--- config.mk ---
export PLATFORM = sky130hd
export DESIGN_NAME = elastic_pipe_chain_flat
export DESIGN_NICKNAME = d
export VERILOG_FILES = /design/src/rtl/elastic_pipe_chain_pkg.sv /design/src/rtl/elastic_pipe_chain_if.sv /design/src/rtl/elastic_pipe_chain_stage.sv /design/src/rtl/elastic_pipe_chain.sv /design/src/flat_wrapper.sv
export SDC_FILE = /design/constraint.sdc
export NUM_CORES = 1
export LEC_CHECK = 0
export CORE_ASPECT_RATIO = 1.4
export CORE_MARGIN = 2
export CORE_UTILIZATION = 50
export DETAILED_ROUTE_END_ITERATION = 10
export PLACE_DENSITY = 0.74
export SYNTH_ARGS = -nofsm -noshare
export SYNTH_HDL_FRONTEND = slang
export SYNTH_SLANG_ARGS = --single-unit
--- constraint.sdc ---
create_clock -name clk -period 3.8 [get_ports clk]
set_clock_uncertainty 0.2 [all_clocks]
set_input_delay 0.76 -clock clk [delete_from_list [all_inputs] [get_ports clk]]
set_output_delay 0.76 -clock clk [all_outputs]
set_load 0.01 [all_outputs]
--- src/rtl/elastic_pipe_chain_pkg.sv ---
`default_nettype none
// ============================================================================
//  Module   : elastic_pipe_chain_pkg
//  Brief    : Shared sizing and saturating-arithmetic helpers for the chain.
//  Revision : 1.0 - initial release
// ============================================================================
package elastic_pipe_chain_pkg;

    // Occupancy spans 0 .. 2*STAGES inclusive.
    function automatic int occWidth(input int stages);
        return $clog2(2 * stages + 1);
    endfunction

    // Saturating add clamped to the largest value representable in width bits.
    function automatic logic [63:0] satAdd(input logic [63:0] a,
                                           input logic [63:0] b,
                                           input int          width);
        logic [64:0] sum;
        logic [63:0] maxVal;
        maxVal = (64'd1 << width) - 64'd1;
        sum    = {1'b0, a} + {1'b0, b};
        if (sum > {1'b0, maxVal}) begin
            return maxVal;
        end
        return sum[63:0];
    endfunction

endpackage
`default_nettype wire

--- src/rtl/elastic_pipe_chain_if.sv ---
`default_nettype none
// ============================================================================
//  Module   : elastic_pipe_chain_if
//  Brief    : Valid/ready payload stream used on both sides of the chain.
//  Revision : 1.0 - initial release
// ============================================================================
interface elastic_pipe_chain_if #(
    parameter int DATA_W = 32
);
    logic              valid;
    logic [DATA_W-1:0] data;
    logic              ready;

    modport master (output valid, output data, input ready);
    modport slave  (input valid, input data, output ready);
endinterface
`default_nettype wire

--- src/rtl/elastic_pipe_chain_stage.sv ---
`default_nettype none
// ============================================================================
//  Module   : elastic_skid_stage
//  Brief    : One main+skid register stage with registered upstream ready.
//  Revision : 1.0 - initial release
// ============================================================================
module elastic_skid_stage
    import elastic_pipe_chain_pkg::*;
#(
    parameter int DATA_W = 32
) (
    input  wire logic              clk,
    input  wire logic              rst_n,
    input  wire logic              i_flush,
    input  wire logic              i_valid,
    input  wire logic [DATA_W-1:0] i_data,
    output      logic              o_ready,
    output      logic              o_valid,
    output      logic [DATA_W-1:0] o_data,
    input  wire logic              i_ready,
    output      logic [1:0]        o_count
);

    logic              r_mainValid;
    logic [DATA_W-1:0] r_mainData;
    logic              r_skidValid;
    logic [DATA_W-1:0] r_skidData;

    logic w_accept;
    logic w_mainFree;

    assign w_accept   = i_valid & ~r_skidValid;
    assign w_mainFree = ~r_mainValid | i_ready;

    always_ff @(posedge clk or negedge rst_n) begin
        if (!rst_n) begin
            r_mainValid <= 1'b0;
            r_mainData  <= '0;
            r_skidValid <= 1'b0;
            r_skidData  <= '0;
        end else if (i_flush) begin
            r_mainValid <= 1'b0;
            r_skidValid <= 1'b0;
        end else if (w_mainFree) begin
            // A held skid word always precedes new input to keep FIFO order;
            // while skid is full o_ready is low, so no input competes here.
            if (r_skidValid) begin
                r_mainData  <= r_skidData;
                r_mainValid <= 1'b1;
                r_skidValid <= 1'b0;
            end else begin
                r_mainValid <= w_accept;
                if (w_accept) begin
                    r_mainData <= i_data;
                end
            end
        end else if (w_accept) begin
            r_skidData  <= i_data;
            r_skidValid <= 1'b1;
        end
    end

    assign o_ready = ~r_skidValid;
    assign o_valid = r_mainValid;
    assign o_data  = r_mainData;
    assign o_count = {1'b0, r_mainValid} + {1'b0, r_skidValid};

endmodule
`default_nettype wire

--- src/rtl/elastic_pipe_chain.sv ---
`default_nettype none
// ============================================================================
//  Module   : elastic_pipe_chain
//  Brief    : STAGES-deep elastic pipeline with flush, occupancy and drop count.
//  Revision : 1.0 - initial release
// ============================================================================
module elastic_pipe_chain
    import elastic_pipe_chain_pkg::*;
#(
    parameter int DATA_W = 32,
    parameter int STAGES = 2,
    parameter int CNT_W  = 16
) (
    input  wire logic                       clk,
    input  wire logic                       rst_n,
    elastic_pipe_chain_if.slave             in_if,
    elastic_pipe_chain_if.master            out_if,
    input  wire logic                       flush,
    output      logic [occWidth(STAGES)-1:0] occupancy,
    output      logic [CNT_W-1:0]           flush_drops
);

    localparam int c_OCC_W = occWidth(STAGES);

    logic              w_valid [0:STAGES];
    logic [DATA_W-1:0] w_data  [0:STAGES];
    logic              w_ready [0:STAGES];
    logic [1:0]        w_cnt   [0:STAGES-1];

    logic               r_live;
    logic [CNT_W-1:0]   r_flushDrops;
    logic [c_OCC_W-1:0] w_occSum;
    logic [c_OCC_W-1:0] w_discard;
    logic               w_deliver;

    // Holds in_ready low until the first edge after reset release.
    always_ff @(posedge clk or negedge rst_n) begin
        if (!rst_n) begin
            r_live <= 1'b0;
        end else begin
            r_live <= 1'b1;
        end
    end

    assign w_valid[0]      = in_if.valid & r_live;
    assign w_data[0]       = in_if.data;
    assign w_ready[STAGES] = out_if.ready;

    generate
        for (genvar gi = 0; gi < STAGES; gi++) begin : g_stage
            elastic_skid_stage #(
                .DATA_W (DATA_W)
            ) u_stage (
                .clk     (clk),
                .rst_n   (rst_n),
                .i_flush (flush),
                .i_valid (w_valid[gi]),
                .i_data  (w_data[gi]),
                .o_ready (w_ready[gi]),
                .o_valid (w_valid[gi+1]),
                .o_data  (w_data[gi+1]),
                .i_ready (w_ready[gi+1]),
                .o_count (w_cnt[gi])
            );
        end
    endgenerate

    always_comb begin
        w_occSum = '0;
        for (int k = 0; k < STAGES; k++) begin
            w_occSum = w_occSum + c_OCC_W'(w_cnt[k]);
        end
    end

    assign w_deliver = w_valid[STAGES] & out_if.ready;
    // The word leaving at the flush edge is delivered, not discarded.
    assign w_discard = w_occSum - c_OCC_W'(w_deliver);

    always_ff @(posedge clk or negedge rst_n) begin
        if (!rst_n) begin
            r_flushDrops <= '0;
        end else if (flush) begin
            r_flushDrops <= CNT_W'(satAdd(64'(r_flushDrops), 64'(w_discard), CNT_W));
        end
    end

    assign in_if.ready  = r_live & w_ready[0];
    assign out_if.valid = w_valid[STAGES];
    assign out_if.data  = w_data[STAGES];
    assign occupancy    = w_occSum;
    assign flush_drops  = r_flushDrops;

endmodule
`default_nettype wire

--- src/flat_wrapper.sv ---
// flat-port wrapper written by rule: the top's interface ports become plain ports
module elastic_pipe_chain_flat import elastic_pipe_chain_pkg::*;
#(
    parameter int DATA_W = 32,
    parameter int STAGES = 2,
    parameter int CNT_W  = 16
)
  (clk, rst_n, flush, occupancy, flush_drops, in_if_valid, in_if_data, in_if_ready, out_if_valid, out_if_data, out_if_ready);
  elastic_pipe_chain_if #(.DATA_W(DATA_W)) in_if_i ();
  elastic_pipe_chain_if #(.DATA_W(DATA_W)) out_if_i ();
  input  wire logic clk;
  input  wire logic rst_n;
  input  wire logic flush;
  output      logic [occWidth(STAGES)-1:0] occupancy;
  output      logic [CNT_W-1:0] flush_drops;
  input wire logic [$bits(in_if_i.valid)-1:0] in_if_valid;
  input wire logic [$bits(in_if_i.data)-1:0] in_if_data;
  output wire logic [$bits(in_if_i.ready)-1:0] in_if_ready;
  output wire logic [$bits(out_if_i.valid)-1:0] out_if_valid;
  output wire logic [$bits(out_if_i.data)-1:0] out_if_data;
  input wire logic [$bits(out_if_i.ready)-1:0] out_if_ready;
  assign in_if_i.valid = in_if_valid;
  assign in_if_i.data = in_if_data;
  assign in_if_ready = in_if_i.ready;
  assign out_if_valid = out_if_i.valid;
  assign out_if_data = out_if_i.data;
  assign out_if_i.ready = out_if_ready;
  elastic_pipe_chain #(.DATA_W(DATA_W), .STAGES(STAGES), .CNT_W(CNT_W)) u_core (.clk(clk), .rst_n(rst_n), .in_if(in_if_i), .out_if(out_if_i), .flush(flush), .occupancy(occupancy), .flush_drops(flush_drops));
endmodule
## Yosys cells after proc, flatten, opt, wreduce, memory -nomap -nowiden

Cells that the tools add are included.

- Reduce and logical (&&, ||, !) cells: 10
- $add $sub $neg: 5
- Bitwise operators: 14
- Muxes and demuxes: 20
- Order comparisons: 1

Operators with widths:

| operator | count |
|---|---|
| 2-to-1 mux 32 bit | 4 |
| 2-to-1 mux 16 bit | 2 |
| adder 16 x 3 -> 17 bit | 1 |
| greater-than comparator 17 x 16 -> 1 bit, second input constant | 1 |
| 2-to-1 mux 1 bit | 14 |
| AND reduction 3 bit | 4 |
| nonzero test 2 bit | 4 |
| NOT 1 bit | 7 |
| nonzero test 3 bit | 2 |
| AND 1 bit | 5 |
| adder 1 x 1 -> 2 bit | 2 |
| adder 2 x 2 -> 3 bit | 1 |
| subtractor 3 x 1 -> 3 bit | 1 |
| bitwise OR 1 bit | 2 |

- Input port bits: 37
- Output and inout port bits: 53
- Logic and storage cells: 60
- Register bits: 149

## Longest topological paths before layout

Gate-level depths: netlist of run 1.

- Depth after elaboration: 8
- Gate-level depth with buffers: 13
- Mapped depth without buffers: 12

## Cells and area by module

From an unflattened synthesis of run 1, not the netlist that was laid out.

- Cells, all modules: 476
- Area total of the unflattened synthesis: 7140.6 µm²

By module, submodules not included:

| module | cells an instance | area an instance (µm²) | times used | seq. area each (µm²) |
|---|---|---|---|---|
| elastic_skid_stage | 181 | 3030.4 | 2 | 1651.6 |
| elastic_pipe_chain | 114 | 1079.8 | 1 | 425.4 |

## Least setup slack after synthesis of run 1

Ideal clock, no wire load.

- Kind: reg2reg
- Start point: register u_core.g_stage[1].u_stage.r_mainValid
- End point: register u_core.r_flushDrops[14] (netlist: u_core.flush_drops[14])
- Arrival: 3099 ps
- Setup slack: 377 ps
- Buffers on the path: 0
- Required time: 3475 ps
- Setup time: 125 ps
- Cell stages (with the launch flop): 13
- Period minus slack after synthesis: 3423 ps
- Cells stage by stage: dfrtp_1 > fa_1 > ha_1 > inv_1 > ha_1 > inv_1 > ha_1 > inv_1 > fa_1 > and2b_1 > o21ai_2 > nor4_2 > mux2_2

- Cells in the longest elaborated chain, start to end: 8
- Elaborated cells on any way between the ends: 9
- Those cells by class: add/sub (4); order compare (1); mux (3); bitwise (1)

RTL lines:

| item | RTL line | text |
|---|---|---|
| start, declared | elastic_pipe_chain_stage.sv:24 | `logic r_mainValid;` |
| start signal, assigned | elastic_pipe_chain_stage.sv:52 | `r_mainValid <= w_accept;` |
| adder 1 x 1 -> 2 bit (*) | elastic_pipe_chain_stage.sv:66 | `assign o_count = {1'b0, r_mainValid} + {1'b0, r_skidValid};` |
| adder 2 x 2 -> 3 bit (*) | elastic_pipe_chain.sv:71 | `w_occSum = w_occSum + c_OCC_W'(w_cnt[k]);` |
| via occupancy[0] | flat_wrapper.sv:14 | `output logic [occWidth(STAGES)-1:0] occupancy;` |
| subtractor 3 x 1 -> 3 bit (*) | elastic_pipe_chain.sv:77 | `assign w_discard = w_occSum - c_OCC_W'(w_deliver);` |
| adder 16 x 3 -> 17 bit (*) | elastic_pipe_chain_pkg.sv:21 | `sum = {1'b0, a} + {1'b0, b};` |
| greater-than comparator 17 x 16 -> 1 bit | elastic_pipe_chain_pkg.sv:22 | `if (sum > {1'b0, maxVal}) begin` |
| 2-to-1 mux 1 bit | elastic_pipe_chain_pkg.sv:22 |  |
| 2-to-1 mux 1 bit | elastic_pipe_chain.sv:82 | `end else if (flush) begin` |
| 2-to-1 mux 16 bit (*) | elastic_pipe_chain_pkg.sv:25 | `return sum[63:0];` |
| end signal, assigned | elastic_pipe_chain.sv:83 | `r_flushDrops <= CNT_W'(satAdd(64'(r_flushDrops), 64'(w_discard), CNT_W));` |
| end, declared | elastic_pipe_chain.sv:31 | `logic [CNT_W-1:0] r_flushDrops;` |

The timed path passes the listed nets; every way through them passes the cells marked *. The select of a mux whose other input is x is not followed.
A chain may end at the register's enable or synchronous reset.

## Worst setup path in the final report of run 1

- Start point: register u_core.g_stage[1].u_stage.r_mainValid
- End point: register u_core.r_flushDrops[9] (netlist: u_core.flush_drops[9])

- Cells in the longest elaborated chain, start to end: 8
- Elaborated cells on any way between the ends: 9
- Those cells by class: add/sub (4); order compare (1); mux (3); bitwise (1)

RTL lines:

| item | RTL line |
|---|---|
| adder 1 x 1 -> 2 bit | elastic_pipe_chain_stage.sv:66 |
| adder 2 x 2 -> 3 bit | elastic_pipe_chain.sv:71 |
| subtractor 3 x 1 -> 3 bit (*) | elastic_pipe_chain.sv:77 |
| adder 16 x 3 -> 17 bit (*) | elastic_pipe_chain_pkg.sv:21 |
| greater-than comparator 17 x 16 -> 1 bit | elastic_pipe_chain_pkg.sv:22 |
| 2-to-1 mux 1 bit | elastic_pipe_chain_pkg.sv:22 |
| 2-to-1 mux 1 bit | elastic_pipe_chain.sv:82 |
| 2-to-1 mux 16 bit (*) | elastic_pipe_chain_pkg.sv:25 |

Every way passes the cells marked *; elsewhere a longest branch is shown, timed or not. The select of a mux whose other input is x is not followed.

==> impl_metrics.ini, run 1 <==
[routing]
drtAntennaViolNets = 0
firstDrtPassIters = 4
num_vias = 4321
routed_wl_um = 13010
drt_iter0_drc = 201
post-route-drc-count = 0
via_per_inst = 5.477
wire_per_inst_um = 16.49

[sta]
finalSetupTns_ns = 0
whs_ns = 0.1741
setup_viol = 0
setup_slack_ns = 0.2110
max-slew-margin-rel_pct = 49.72
worst_slew_pin_slew_ns = 0.7542
rsz0062_at_grt = false
max_freq_ghz = 0.2786
drv_slew = 0
finalCritPeriodShare_pct = 94.45
final_hold_viol_count = 0
finalCriticalPeriod_ns = 3.589

[finish]
num_antenna_cells = 0
final_cells = 789
final_area_um2 = 8247
area_delta_synth_final_pct = 25.09
layout.nets = 669
drive_above_1_share_pct = 18.71
postLayoutCoreUtil_pct = 64.05

[pwr]
ir_drop_v = 0.0003064
leakage_nw = 3.640
finalPower_mw = 4.478
power_density_nw_per_um2 = 543.0

[setup_path]
crit_type = flip-flop to flip-flop
startpoint_type = flip-flop
crit_arrival_ns = 3.68
crit_fanout = 7
critPathRequiredTime_ns = 3.89
critPathCaptureType = flip-flop

[global_route]
grt_pass1_wl_um = 21410
antenna_found_initial = 0
grt_max_degree = 83
grt.total_usage_pct = 19.49
overflow = 0
grt_pass1_vias = 4480

[cts]
clock-sinks = 149
post_cts_buffers = 0
clk_latency_ns = 0.41
path_clk_slew_ns = 0.06
numCtsBuffers = 17
cts_buffer_depth = 2
ctsHoldBuffers = 0
tritoncts = built
htree_levels = 4
cts_resized = 0
cts_root_buffer = clkbuf_16

[yosys]
synth-async-reset-ratio_pct = 100.0
synth_top_area_cell = dfrtp_1
netlist.area_leader.share_pct = 56.56
syn-instance-count = 536
avgSynthCellArea_um2 = 12.30
yosysWarnings = 0
syn_area_um2 = 6593
yosysMostFrequentCell = dfrtp_1
synth.distinct_cells = 46
synth_area_leaders = dfrtp_1 57%, mux2_2 11%, mux2i_1 9.9%, a21oi_1 2.8%, nand2_1 2.4%
synth.ff_latch_count = 149
syn-num-nets = 582
synth_flop_cell = dfrtp_1
yosysSeqAreaShare_pct = 56.56
synth_edf_count = 0
yosys-top-cells-count = 149 x dfrtp_1, 65 x mux2i_1, 64 x mux2_2, 43 x nand2_1, 40 x nor2_1

[placed_design]
place_area_um2 = 7607
post-place-ws_ns = 0.1958
place_hpwl_um = 8335
finalWeightedCongestion = 0.8389
dp_cells = 757
portBuffers = 89

[hold_path]
hp-class = input pin to asynchronous set/reset pin

[die]
initial_core_util_pct = 51.21
dieArea_um2 = 14130
num_rows = 49
die_x_um = 101.0
die_y_um = 139.9
top_level_ports = 90
fp.coreArea_um2 = 12870

[flow_run]
maxCapViolCount = 0

[status]
status = finished, final reports clean
==> registers in the layout, summed over array words and instances (netlist names) <==
signal / flops
u_core.r_live: 1
u_core.g_stage.u_stage.o_data: 64
u_core.flush_drops: 16
u_core.g_stage.u_stage.o_valid: 2
u_core.g_stage.u_stage.r_skidValid: 2
u_core.g_stage.u_stage.r_skidData: 64
==> report_power, final <==
part / switching, mW / total [mW] / internal (mW)
Combinational: 0.339 / 0.742 / 0.402
Sequential: 0.161 / 1.95 / 1.79
Clock: 0.667 / 1.79 / 1.12
Total: 1.17 / 4.48 / 3.31
==> final cells by class <==
type	count	area, um^2
tap	153	191.4
sequential	149	3731
multi-input combinational	348	2670
inverter	10	37.54
clock buffer	18	439.2
clock inverter	14	200.2
timing repair buffer	97	977.2
fill	1031	4628
==> cells by family after synthesis <==
| kind of cell | Yosys count | synth area share, % |
|---|---|---|
| buffers and inverters | 39 | 3.037 |
| AOI/OAI and AO/OA | 82 | 7.155 |
| and+or+nand+nor | 116 | 8.882 |
| DFF | 149 | 56.56 |
| adders and majority gates | 9 | 1.936 |
| xor gates and xnor gates | 8 | 1.063 |
| other | 1 | 0.05688 |
| muxes | 132 | 21.31 |
==> path summary, 6_finish.rpt <==
check                           slack, ns                                    start                                      end  cells after the start
worst max-delay path                 0.21        u_core.g_stage[1].u_stage.o_valid                    u_core.flush_drops[9]                     11
worst min-delay path                 0.17                                    rst_n                    u_core.flush_drops[7]                      1
worst max register to register       0.21        u_core.g_stage[1].u_stage.o_valid                    u_core.flush_drops[9]                     11
worst min register to register       0.29  u_core.g_stage[1].u_stage.r_skidData[3]  u_core.g_stage[1].u_stage.r_skidData[3]                      1
max in group asynchronous            2.41                                    rst_n  u_core.g_stage[1].u_stage.r_skidData[7]                      2
min in group clk                     0.29  u_core.g_stage[1].u_stage.r_skidData[3]  u_core.g_stage[1].u_stage.r_skidData[3]                      1
==> per-layer routing <==
metal	global-route usage (%)	routed length, um	part of all wire [%]	up-vias
met5	0	0	0	-
met1	22.47	5246	40	2123
met4	6.543	257	2.0	0
li1	-	-	-	2057
met3	5.475	552	4.2	23
met2	34.33	6956	53	118
==> cells in the final DEF (no fill, tap or decap), types with 2 or more instances in the layout <==
master             n
inv_1             10
clkinvlp_4         6
buf_4              6
o22a_1             3
dfrtp_2            2
nand2b_1           2
clkbuf_16         17
xnor2_1            5
clkdlybuf4s50_1   88
a21oi_1           37
nand3b_1           2
o21ai_0            4
nand3_1            2
nand4_1            4
inv_6              3
nor2b_1            2
mux2_2            64
o211ai_1           3
nor2_1            40
and4_4             2
buf_12             2
xor2_1             3
mux2_1             3
bufinv_16          4
o21ai_1           29
nand2_1           43
ha_1               7
fa_1               2
nor3_1             3
dfrtp_1          147
and3_1             3
mux2i_1           65
nor3_4             3
==> critical path, stage by stage (launching register included) <==
cell and delay, ns:
dfrtp_1 0.43, fa_1 0.49, ha_1 0.31, inv_1 0.05, ha_1 0.19, ha_1 0.19
xor2_1 0.22, ha_1 0.32, and2b_1 0.23, o21ai_2 0.32, nor3_1 0.13, or3b_1 0.38
Power figures use the tool's default switching activity.
==> run 2: changes to the inputs <==
--- a/config.mk
+++ b/config.mk
@@ -6,9 +6,10 @@
 export NUM_CORES = 1
 export LEC_CHECK = 0
 export CORE_ASPECT_RATIO = 1.4
-export CORE_MARGIN = 2
+export CORE_MARGIN = 5
 export CORE_UTILIZATION = 50
 export DETAILED_ROUTE_END_ITERATION = 10
+export GPL_ROUTABILITY_DRIVEN = 0
 export PLACE_DENSITY = 0.74
 export SYNTH_ARGS = -nofsm -noshare
 export SYNTH_HDL_FRONTEND = slang
==> run 2 against run 1 <==
  * Maximum frequency increased by 1.4%
  * Clock-buffer cell count increased by 1
  * Wire length decreased by 0.75%
  * Sequential share of layout area decreased by 0.089 points
  * Utilization increased by 0.13 points
  * Global-route usage decreased by 1.8 points
  * Via count decreased by 1.7%
  * Largest power group unchanged
  * Highest routed layer unchanged
==> impl_metrics.ini, run 2 (same netlist as run 1, synthesis figures left out) <==
[pwr]
power_density_nw_per_um2 = 543.9
leakage_nw = 3.669
ir_drop_v = 0.0002781

[sta]
rsz0062_at_grt = false
setup_viol = 0
whs_ns = 0.1431
finalCriticalPeriod_ns = 3.540
final_hold_viol_count = 0
max-slew-margin-rel_pct = 50.50
max_freq_ghz = 0.2825
worst_slew_pin_slew_ns = 0.7425
drv_slew = 0
finalCritPeriodShare_pct = 93.16
finalSetupTns_ns = 0

[setup_path]
endpoint = u_core.flush_drops[14]
critPathRequiredTime_ns = 3.89
crit_start = u_core.g_stage[1].u_stage.o_valid
critPathMaxStageDelay_ns = 0.49
rr_endpoint = u_core.flush_drops[14]
crit_fanout = 7
crit_type = flip-flop to flip-flop
crit_arrival_ns = 3.64
r2r_cells = 12
critPathCaptureType = flip-flop
r2r_start = u_core.g_stage[1].u_stage.o_valid
worst_path_max_delay_cell = fa_1
startpoint_type = flip-flop
path_cells = fa_1 -> ha_1 -> inv_1 -> ha_1 -> inv_1 -> ha_1 -> inv_1 -> fa_1 -> and2b_1 -> o21ai_2 -> nor4_2 -> mux2_2
rrSetupSlack_ns = 0.26

[cts]
cts_root_buffer = clkbuf_16
ctsHoldBuffers = 0
clk_latency_ns = 0.41
cts_resized = 0
htree_levels = 4
numCtsBuffers = 17
clock-sinks = 149
post_cts_buffers = 0
path_clk_slew_ns = 0.06
cts_buffer_depth = 2
tritoncts = built

[global_route]
antenna_found_initial = 0
grt_pass1_vias = 4482
grt.total_usage_pct = 17.67
grt_pass1_wl_um = 21900
overflow = 0
grt_max_degree = 79

[die]
die_x_um = 107.0
dieArea_um2 = 15610
die_y_um = 145.9
initial_core_util_pct = 51.21
top_level_ports = 90
fp.coreArea_um2 = 12870
num_rows = 49

[status]
status = finished, final reports clean

[finish]
layout_common_cells = 147 x dfrtp_1, 88 x clkdlybuf4s50_1, 65 x mux2i_1
fillCellCount = 992
area_delta_synth_final_pct = 25.34
num_antenna_cells = 0
layout.nets = 670
drive_above_1_share_pct = 18.68
layout_commonest_cell = dfrtp_1

[routing]
via_per_inst = 5.375
wire_per_inst_um = 16.35
drtAntennaViolNets = 0
firstDrtPassIters = 4
drt_iter0_drc = 134
num_vias = 4246
post-route-drc-count = 0
routed_wl_um = 12920

[placed_design]
place_hpwl_um = 8598
portBuffers = 89

[flow_run]
maxCapViolCount = 0

[hold_path]
hp-class = input pin to asynchronous set/reset pin
-- run 2: changes by cell type in the layout (fill, tap and decap cells not counted), sizes merged --
cell,change
clkinv,+7
clkinvlp,-6
inv,-3
buf,+1
bufinv,+1
clkbuf,+1
-- run 2: critical path: cells and delay by family (launching register included) --
| family | cells | cell delay (ns) |
|---|---|---|
| multiplexers | 1 | 0.35 |
| flip-flops | 1 | 0.42 |
| AO/OA/AOI/OAI | 1 | 0.14 |
| AND/OR/NAND/NOR | 2 | 0.48 |
| adder cells (fa/ha/maj) | 5 | 1.66 |
| buffers and inverters | 3 | 0.17 |
-- run 2: power breakdown --
part	switching, mW	internal [mW]	total (mW)
clock network	0.632	1.18	1.81
logic	0.330	0.402	0.733
registers	0.163	1.79	1.95
total	1.13	3.37	4.49
-- run 2: how the worst min path moves through the flow --
stage	startpoint	endpoint	slack, ns	cells after the start
6_report	rst_n	u_core.flush_drops[7]	0.14	1
3_3_place_gp	u_core.g_stage[0].u_stage.r_skidData[14]	u_core.g_stage[0].u_stage.r_skidData[14]	0.27	1
2_1_floorplan	rst_n	u_core.flush_drops[0]	0.26	0
5_1_grt	rst_n	u_core.flush_drops[7]	0.19	1
4_1_cts	rst_n	u_core.flush_drops[7]	0.17	1
3_5_place_dp	u_core.g_stage[1].u_stage.r_skidData[2]	u_core.g_stage[1].u_stage.r_skidData[2]	0.28	1
-- run 2: metal layers --
layer	global-route usage, %	vias to the layer above	wire, um
met5	0	-	0
met4	6.718	0	186
met3	4.039	13	471
met2	31.05	72	6949
met1	20.79	2112	5308
li1	-	2049	-
-- run 2: final cells by class --
class	count	area [um^2]	share of cell area, %
inverters	10	37.54	0.4543
flip-flops and latches	149	3731	45.15
multi-input cells	348	2670	32.31
clock inverters	13	205.2	2.483
clock buffers	19	442.9	5.360
well taps	153	191.4	2.317
repair buffers	98	984.7	11.92
-- run 2: metrics by stage --
stage	cell area [um^2]	power, mW	instances	utilization, %	setup WS [ns]
floorplan	6593	2.285	536	-	0.3768
CTS	8263	4.547	790	64.18	0.2338
global route	8263	4.703	790	64.18	0.09912
global placement	7615	2.689	758	59.14	0.2773
finish	8263	4.495	790	64.18	0.2599
detailed placement	7615	2.720	758	59.14	0.1710
==> run 3: changes to the inputs <==
--- a/config.mk
+++ b/config.mk
@@ -5,6 +5,7 @@
 export SDC_FILE = /design/constraint.sdc
 export NUM_CORES = 1
 export LEC_CHECK = 0
+export CAP_MARGIN = 30
 export CORE_ASPECT_RATIO = 1.4
 export CORE_MARGIN = 5
 export CORE_UTILIZATION = 50
==> results of run 3 <==
No change in the layout: final DEF, timing and power equal those of run 2.
